### config.mk
export PLATFORM = sky130hd
export DESIGN_NAME = inst_fetch_buffer
export DESIGN_NICKNAME = d
export VERILOG_FILES = /design/src/rtl/inst_fetch_pkg.sv /design/src/rtl/inst_fifo_mem.sv /design/src/rtl/inst_fetch_buffer.sv
export SDC_FILE = /design/constraint.sdc
export NUM_CORES = 2
export LEC_CHECK = 0
export BUFFER_PORTS_ARGS = -buffer_cell sky130_fd_sc_hd__buf_2
export CAP_MARGIN = 0
export CORE_ASPECT_RATIO = 0.8
export CORE_MARGIN = 3
export CORE_UTILIZATION = 31
export CTS_BUF_LIST = sky130_fd_sc_hd__clkbuf_4 sky130_fd_sc_hd__clkbuf_8
export DETAILED_ROUTE_END_ITERATION = 8
export HOLD_SLACK_MARGIN = 0.06
export SYNTH_ARGS = -nofsm -noshare
export SYNTH_HDL_FRONTEND = slang
export SYNTH_SLANG_ARGS = --single-unit
### constraint.sdc
create_clock -name clk -period 56.6 [get_ports clk]
set_clock_uncertainty 0.05 [all_clocks]
set_input_delay 11.32 -clock clk [delete_from_list [all_inputs] [get_ports clk]]
set_output_delay 11.32 -clock clk [all_outputs]
set_load 0.05 [all_outputs]
### src/rtl/inst_fetch_pkg.sv
// Shared definitions for the instruction fetch front-end.
// Holds the instruction type codes and the beats-per-instruction helper.
// No ports; import with inst_fetch_pkg::*.
package inst_fetch_pkg;

  typedef enum logic [3:0] {
    INST_COMPUTE   = 4'd0,
    INST_LD_WEIGHT = 4'd1,
    INST_LD_BIAS   = 4'd2,
    INST_LD_DATA   = 4'd3,
    INST_WR_DATA   = 4'd4
  } inst_type_e;

  // Number of input beats needed to carry one instruction (ceiling division).
  function automatic int beats_per_inst(input int inst_len, input int beat_w);
    return (inst_len + beat_w - 1) / beat_w;
  endfunction

endpackage

### src/rtl/inst_fifo_mem.sv
// Instruction FIFO storage: DEPTH x WIDTH register array, no reset.
// Latency: write lands at the clock edge; read is combinational from raddr.
// Backpressure: none here; the caller guarantees we is never asserted when full.
// Ports: clk, we/waddr/wdata (sync write), raddr/rdata (async read).
module inst_fifo_mem #(
  parameter int WIDTH = 220,
  parameter int DEPTH = 16,
  parameter int AW    = $clog2(DEPTH)
) (
  input  logic             clk,
  input  logic             we,
  input  logic [AW-1:0]    waddr,
  input  logic [WIDTH-1:0] wdata,
  input  logic [AW-1:0]    raddr,
  output logic [WIDTH-1:0] rdata
);

  logic [WIDTH-1:0] mem [DEPTH];

  always_ff @(posedge clk) begin
    if (we) mem[waddr] <= wdata;
  end

  assign rdata = mem[raddr];

endmodule

### src/rtl/inst_fetch_buffer.sv
// Assembles INST_LEN-bit instructions from BEAT_W beats (LSB beat first) and queues them for topcontrol.
// Latency: head visible 1 cycle after the final beat is accepted; a pop shows the next head 1 cycle later.
// Backpressure: s_ready = !full (registered pointers); a push is never taken at full, even with a same-cycle pop.
// Ports: s_valid/s_data/s_last/s_ready beat input; instruct/head_type/inst_empty/inst_req head + pop;
//        level, fetch_idle, frame_err (sticky) status; stat_popped/stat_full_cycles counters.
// Optional: define INST_FETCH_STATS_EN to build the saturating statistics counters (otherwise they read 0).
module inst_fetch_buffer
  import inst_fetch_pkg::*;
#(
  parameter int INST_LEN = 220,
  parameter int BEAT_W   = 32,
  parameter int DEPTH    = 16
) (
  input  logic                     clk,
  input  logic                     rst_n,
  input  logic                     s_valid,
  input  logic [BEAT_W-1:0]        s_data,
  input  logic                     s_last,
  output logic                     s_ready,
  output logic [INST_LEN-1:0]      instruct,
  output logic                     inst_empty,
  input  logic                     inst_req,
  output logic [3:0]               head_type,
  output logic [$clog2(DEPTH):0]   level,
  output logic                     fetch_idle,
  output logic                     frame_err,
  output logic [31:0]              stat_popped,
  output logic [31:0]              stat_full_cycles
);

  localparam int BEATS = beats_per_inst(INST_LEN, BEAT_W);
  localparam int AW    = $clog2(DEPTH);
  localparam int PW    = AW + 1;
  localparam int BIW   = (BEATS > 1) ? $clog2(BEATS) : 1;
  localparam logic [BIW-1:0] LAST_IDX = BIW'(BEATS - 1);

  logic [BIW-1:0]      beat_idx;
  logic [INST_LEN-1:0] asm_reg;
  logic [INST_LEN-1:0] asm_next;
  logic [PW-1:0]       wr_ptr;
  logic [PW-1:0]       rd_ptr;
  logic                full;
  logic                empty;
  logic                beat_acc;
  logic                last_beat;
  logic                push;
  logic                pop;

  assign empty     = (wr_ptr == rd_ptr);
  assign full      = (wr_ptr[AW] != rd_ptr[AW]) && (wr_ptr[AW-1:0] == rd_ptr[AW-1:0]);
  assign s_ready   = !full;
  assign beat_acc  = s_valid && s_ready;
  assign last_beat = (beat_idx == LAST_IDX);
  assign push      = beat_acc && last_beat;
  assign pop       = inst_req && !empty;

  // Merge the current beat into the assembly word bit by bit; bits of the
  // final beat that land above INST_LEN simply have no destination.
  always_comb begin
    asm_next = asm_reg;
    for (int i = 0; i < INST_LEN; i++) begin
      if (beat_idx == BIW'(i / BEAT_W)) asm_next[i] = s_data[i % BEAT_W];
    end
  end

  // Datapath register: every bit is rewritten before it is consumed, so no reset.
  always_ff @(posedge clk) begin
    if (beat_acc) asm_reg <= asm_next;
  end

  always_ff @(posedge clk) begin
    if (!rst_n) begin
      beat_idx  <= '0;
      wr_ptr    <= '0;
      rd_ptr    <= '0;
      frame_err <= 1'b0;
    end else begin
      if (beat_acc) begin
        if (last_beat) begin
          // Final beat is always written; a missing s_last only flags the error.
          beat_idx <= '0;
          if (!s_last) frame_err <= 1'b1;
        end else if (s_last) begin
          // Early s_last: drop the partial instruction and resynchronise.
          beat_idx  <= '0;
          frame_err <= 1'b1;
        end else begin
          beat_idx <= beat_idx + 1'b1;
        end
      end
      if (push) wr_ptr <= wr_ptr + 1'b1;
      if (pop)  rd_ptr <= rd_ptr + 1'b1;
    end
  end

  inst_fifo_mem #(
    .WIDTH (INST_LEN),
    .DEPTH (DEPTH),
    .AW    (AW)
  ) u_mem (
    .clk   (clk),
    .we    (push),
    .waddr (wr_ptr[AW-1:0]),
    .wdata (asm_next),
    .raddr (rd_ptr[AW-1:0]),
    .rdata (instruct)
  );

  assign inst_empty = empty;
  assign head_type  = instruct[3:0];
  assign level      = wr_ptr - rd_ptr;
  assign fetch_idle = empty && (beat_idx == '0);

`ifdef INST_FETCH_STATS_EN
  logic [31:0] popped_cnt;
  logic [31:0] full_cnt;

  always_ff @(posedge clk) begin
    if (!rst_n) begin
      popped_cnt <= '0;
      full_cnt   <= '0;
    end else begin
      if (pop && (popped_cnt != '1)) popped_cnt <= popped_cnt + 32'd1;
      if (full && (full_cnt != '1))  full_cnt   <= full_cnt + 32'd1;
    end
  end

  assign stat_popped      = popped_cnt;
  assign stat_full_cycles = full_cnt;
`else
  assign stat_popped      = '0;
  assign stat_full_cycles = '0;
`endif

endmodule

==> summary.md <==
| Metric | Value |
|---|---|
| Synth cell types | `43` |
| Max Cap Viol | `0` |
| Row count | `222` |
| Peak supply drop | `0.00002490 V` |
| Initial antenna violation count | `65` |
| R2r endpoint | `u_mem.mem[13][179]` |
| Antenna Nets Post-Route | `0` |
| Period utilisation layout | `33.87%` |
| Global Route Usage Sum | `16.86%` |
| Post-synth ARST share | `0%` |
| Cell area after placement | `151100 um2` |
| Nets | `7046` |
| Remaining Overflow, GRT | `0` |
| TritonCTS clock tree | `yes` |
| Element type at the critical path end | `output port` |
| Multi-input logic area | `28180 um2` |
| Layout area overhead | `14.19%` |
| DR vias/cell | `5.177` |
| Core box area | `458000 um2` |
| Resized cells post-CTS | `0` |
| DRC violations left | `0` |
| CP max-delay cell | `buf_4` |
| Hold WS | `0.4237 ns` |
| Power Density | `33.60 nW/um2` |
| Chip height | `613.1 um` |
| Layout fillers | `41670` |
| Unrepaired setup endpoints after global routing | `no` |
| Die Span X | `764.9 um` |
| CTS H-tree depth | `6` |
| Post-CTS setup buffer count | `0` |
| CP dominant cell by count | `buf_4` |
| Hold buffers post-CTS | `0` |
| Number of top-level pins | `334` |
| Total number of yosys warnings | `0` |
| Synth Cell Area | `142800 um2` |
| CTS Buf Count | `610` |
| Leak | `0.04941 uW` |
| Largest net degree at the start of global routing | `145` |
| CP Buf/Inv Count | `6` |
| Starting Density | `31.18%` |
| Top cells by area, synth | `edfxtp_1 79%, mux4_2 12%, a22oi_1 2.6%, mux2i_1 1.8%, mux2_2 1.7%` |
| Gate count of the mapped netlist | `6318` |
| Share of post-route cells with drive strength above 1 | `31.57%` |
| Crit path max-delay family | `buffers and inverters` |
| Flop2flop setup slack | `50.37 ns` |
| Final setup viols | `0` |
| Status | `complete, no violations` |
| Worst Slack Setup Final | `37.43 ns` |
| Crit path required time | `45.23 ns` |
| Vias in the first global route | `72110` |
| Most frequent cell after synthesis | `edfxtp_1` |
| Synth Register Bits | `3758` |
| Register area share after synthesis | `78.89%` |
| Clock transition at path regs | `0.06 ns` |
| CTS Buffer Depth | `4` |
| Setup crit start kind | `flip-flop` |
| Slew @ Worst Pin | `1.307 ns` |
| EDFF count, synth | `3740` |
| Drt total wl | `405.3 mm` |
| DRT iter0 DRCs | `8250` |
| Syn avg cell area | `22.61 um2` |
| WS Path Type | `reg -> out` |
| Final hold violations | `0` |
| Vias | `70280` |
| Root Buffer | `clkbuf_8` |
| Worst hold path stage count | `1` |
| Final Power | `5480 uW` |
| Cell taking the most area after synthesis | `edfxtp_1` |
| Worst Reg2Reg Path Length in Cells | `8` |
| WL/cell | `29.85 um` |
| PortBufs | `269` |
| CP max stage delay | `0.98 ns` |
| Fin crit period | `19.17 ns` |
| Design area | `163100 um2` |
| Crit path DAT | `7.80 ns` |
| Yosys top cell area share | `78.64%` |
| Worst Min Path Start | `frame_err` |
| Setup TNS | `0 ns` |
| CP Cell Sequence | `buf_4 > buf_4 > buf_4 > buf_4 > buf_4 > mux4_2 > a22oi_1 > nand2_1 > buf_2` |
| Pre-CTS setup slack | `38.37 ns` |
| DIE AREA | `468900 um2` |
| First-pass GRT wire length | `562.5 mm` |
| Synth Flop Type | `edfxtp_1` |
| Detailed placement HPWL | `201.2 mm` |
| Fmax | `52.16 MHz` |
| Relative slew slack | `12.87%` |
| Flip-flop and latch area | `112700 um2` |
| Worst Hold Endpoint | `frame_err` |
| CTS sink cnt | `3758` |
| Max reg flops | `3520` |
| Drt pass-1 iters | `5` |
| Critical Path Fanout Max | `54` |
| Post-synth top cells | `3740 x edfxtp_1, 753 x mux4_2, 499 x a22oi_1` |
| R2R Path Start | `wr_ptr[0]` |
| Fin. max-slew vios | `0` |
| Routability cong. | `0.7300` |
| Worst-skew pair later-pin latency | `1.16 ns` |
| Worst hold path class | `reg -> reg` |
per-layer routing:
| metal | wire (um) | GRT usage [%] | share of wire (%) | vias to the layer above |
|---|---|---|---|---|
| met2 | 201100 | 28.23 | 50 | 3574 |
| met5 | 27 | 0 | 0.0067 | - |
| met3 | 36310 | 3.350 | 9.0 | 595 |
| met4 | 9712 | 4.936 | 2.4 | 4 |
| met1 | 158200 | 22.28 | 39 | 37990 |
| li1 | - | - | - | 28120 |
where the power goes:
group          switching (uW)  leakage, uW  internal [uW]  total (uW)
Clock                    1090      0.00622           1210        2300
Sequential               2.18       0.0339           3080        3090
Combinational            80.2      0.00927           11.3        91.6
Total                    1170       0.0494           4310        5480
worst reg2reg max path, cell delays in order, from the launching register on:
cell,delay [ns]
dfxtp_1,0.41
inv_1,0.14
ha_1,0.34
and4_1,0.26
a21oi_1,1.01
and3_4,0.85
buf_4,0.82
buf_4,0.87
buf_4,0.99
cell type report:
type	instances	area share (%)
flip-flops and latches	3758	69.09
inverters	12	0.03529
multi-input cells	2201	17.28
diodes	85	0.1304
clock buffers	797	6.024
well taps	6048	4.640
repair buffers	411	1.579
clock inverters	264	1.221
stage by stage:
stage,std cells,util [%]
2_1_floorplan,6381,-
6_report,13580,35.61
5_1_grt,13520,35.58
4_1_cts,13490,35.56
3_3_place_gp,12430,32.98
3_5_place_dp,12430,32.98
layout by cell type, fill, tap and decap left out, types with 3 or more instances in the layout:
cell type / count
nor2_1: 12
dfxtp_4: 4
conb_1: 64
mux4_2: 753
nor2_4: 4
a22oi_1: 499
inv_6: 8
inv_1: 10
buf_2: 269
clkbuf_8: 614
o211ai_1: 4
nor2b_4: 6
nand3_1: 66
bufinv_16: 14
nand2_4: 3
xor2_1: 3
clkinv_2: 50
buf_4: 129
clkinv_1: 141
mux2i_1: 255
inv_12: 17
or4_1: 3
a21oi_1: 14
ha_1: 13
dfxtp_1: 14
inv_8: 12
edfxtp_1: 3740
mux2_2: 220
xnor2_1: 6
buf_12: 13
clkbuf_4: 183
clkinvlp_4: 7
diode_2: 85
clkinv_8: 14
nand2_1: 229
and3_4: 13
cell families (layout without fill, tap and decap cells):
kind of cell               count (synthesis)  in the layout  synth area share [%]
other                                      1            149              0.002626
AOI/OAI and AO/OA                        527            527                 2.749
DFF                                     3758           3758                 78.89
xor gates and xnor gates                  11             11               0.07798
and+or+nand+nor                          356            356                 1.070
buffers and inverters                    422           1484                 1.680
muxes                                   1228           1228                 15.40
adders and majority gates                 15             15                0.1367
worst max path at each step:
stage,startpoint,to,depth (start not counted)
2_1_floorplan,s_valid,u_mem.mem[3][0],2
3_3_place_gp,flip-flop,instruct[186],9
3_5_place_dp,flip-flop,instruct[176],9
4_1_cts,flip-flop,instruct[176],9
5_1_grt,flip-flop,instruct[186],9
6_report,flip-flop,instruct[176],9
(Power assumes the default switching activity.)
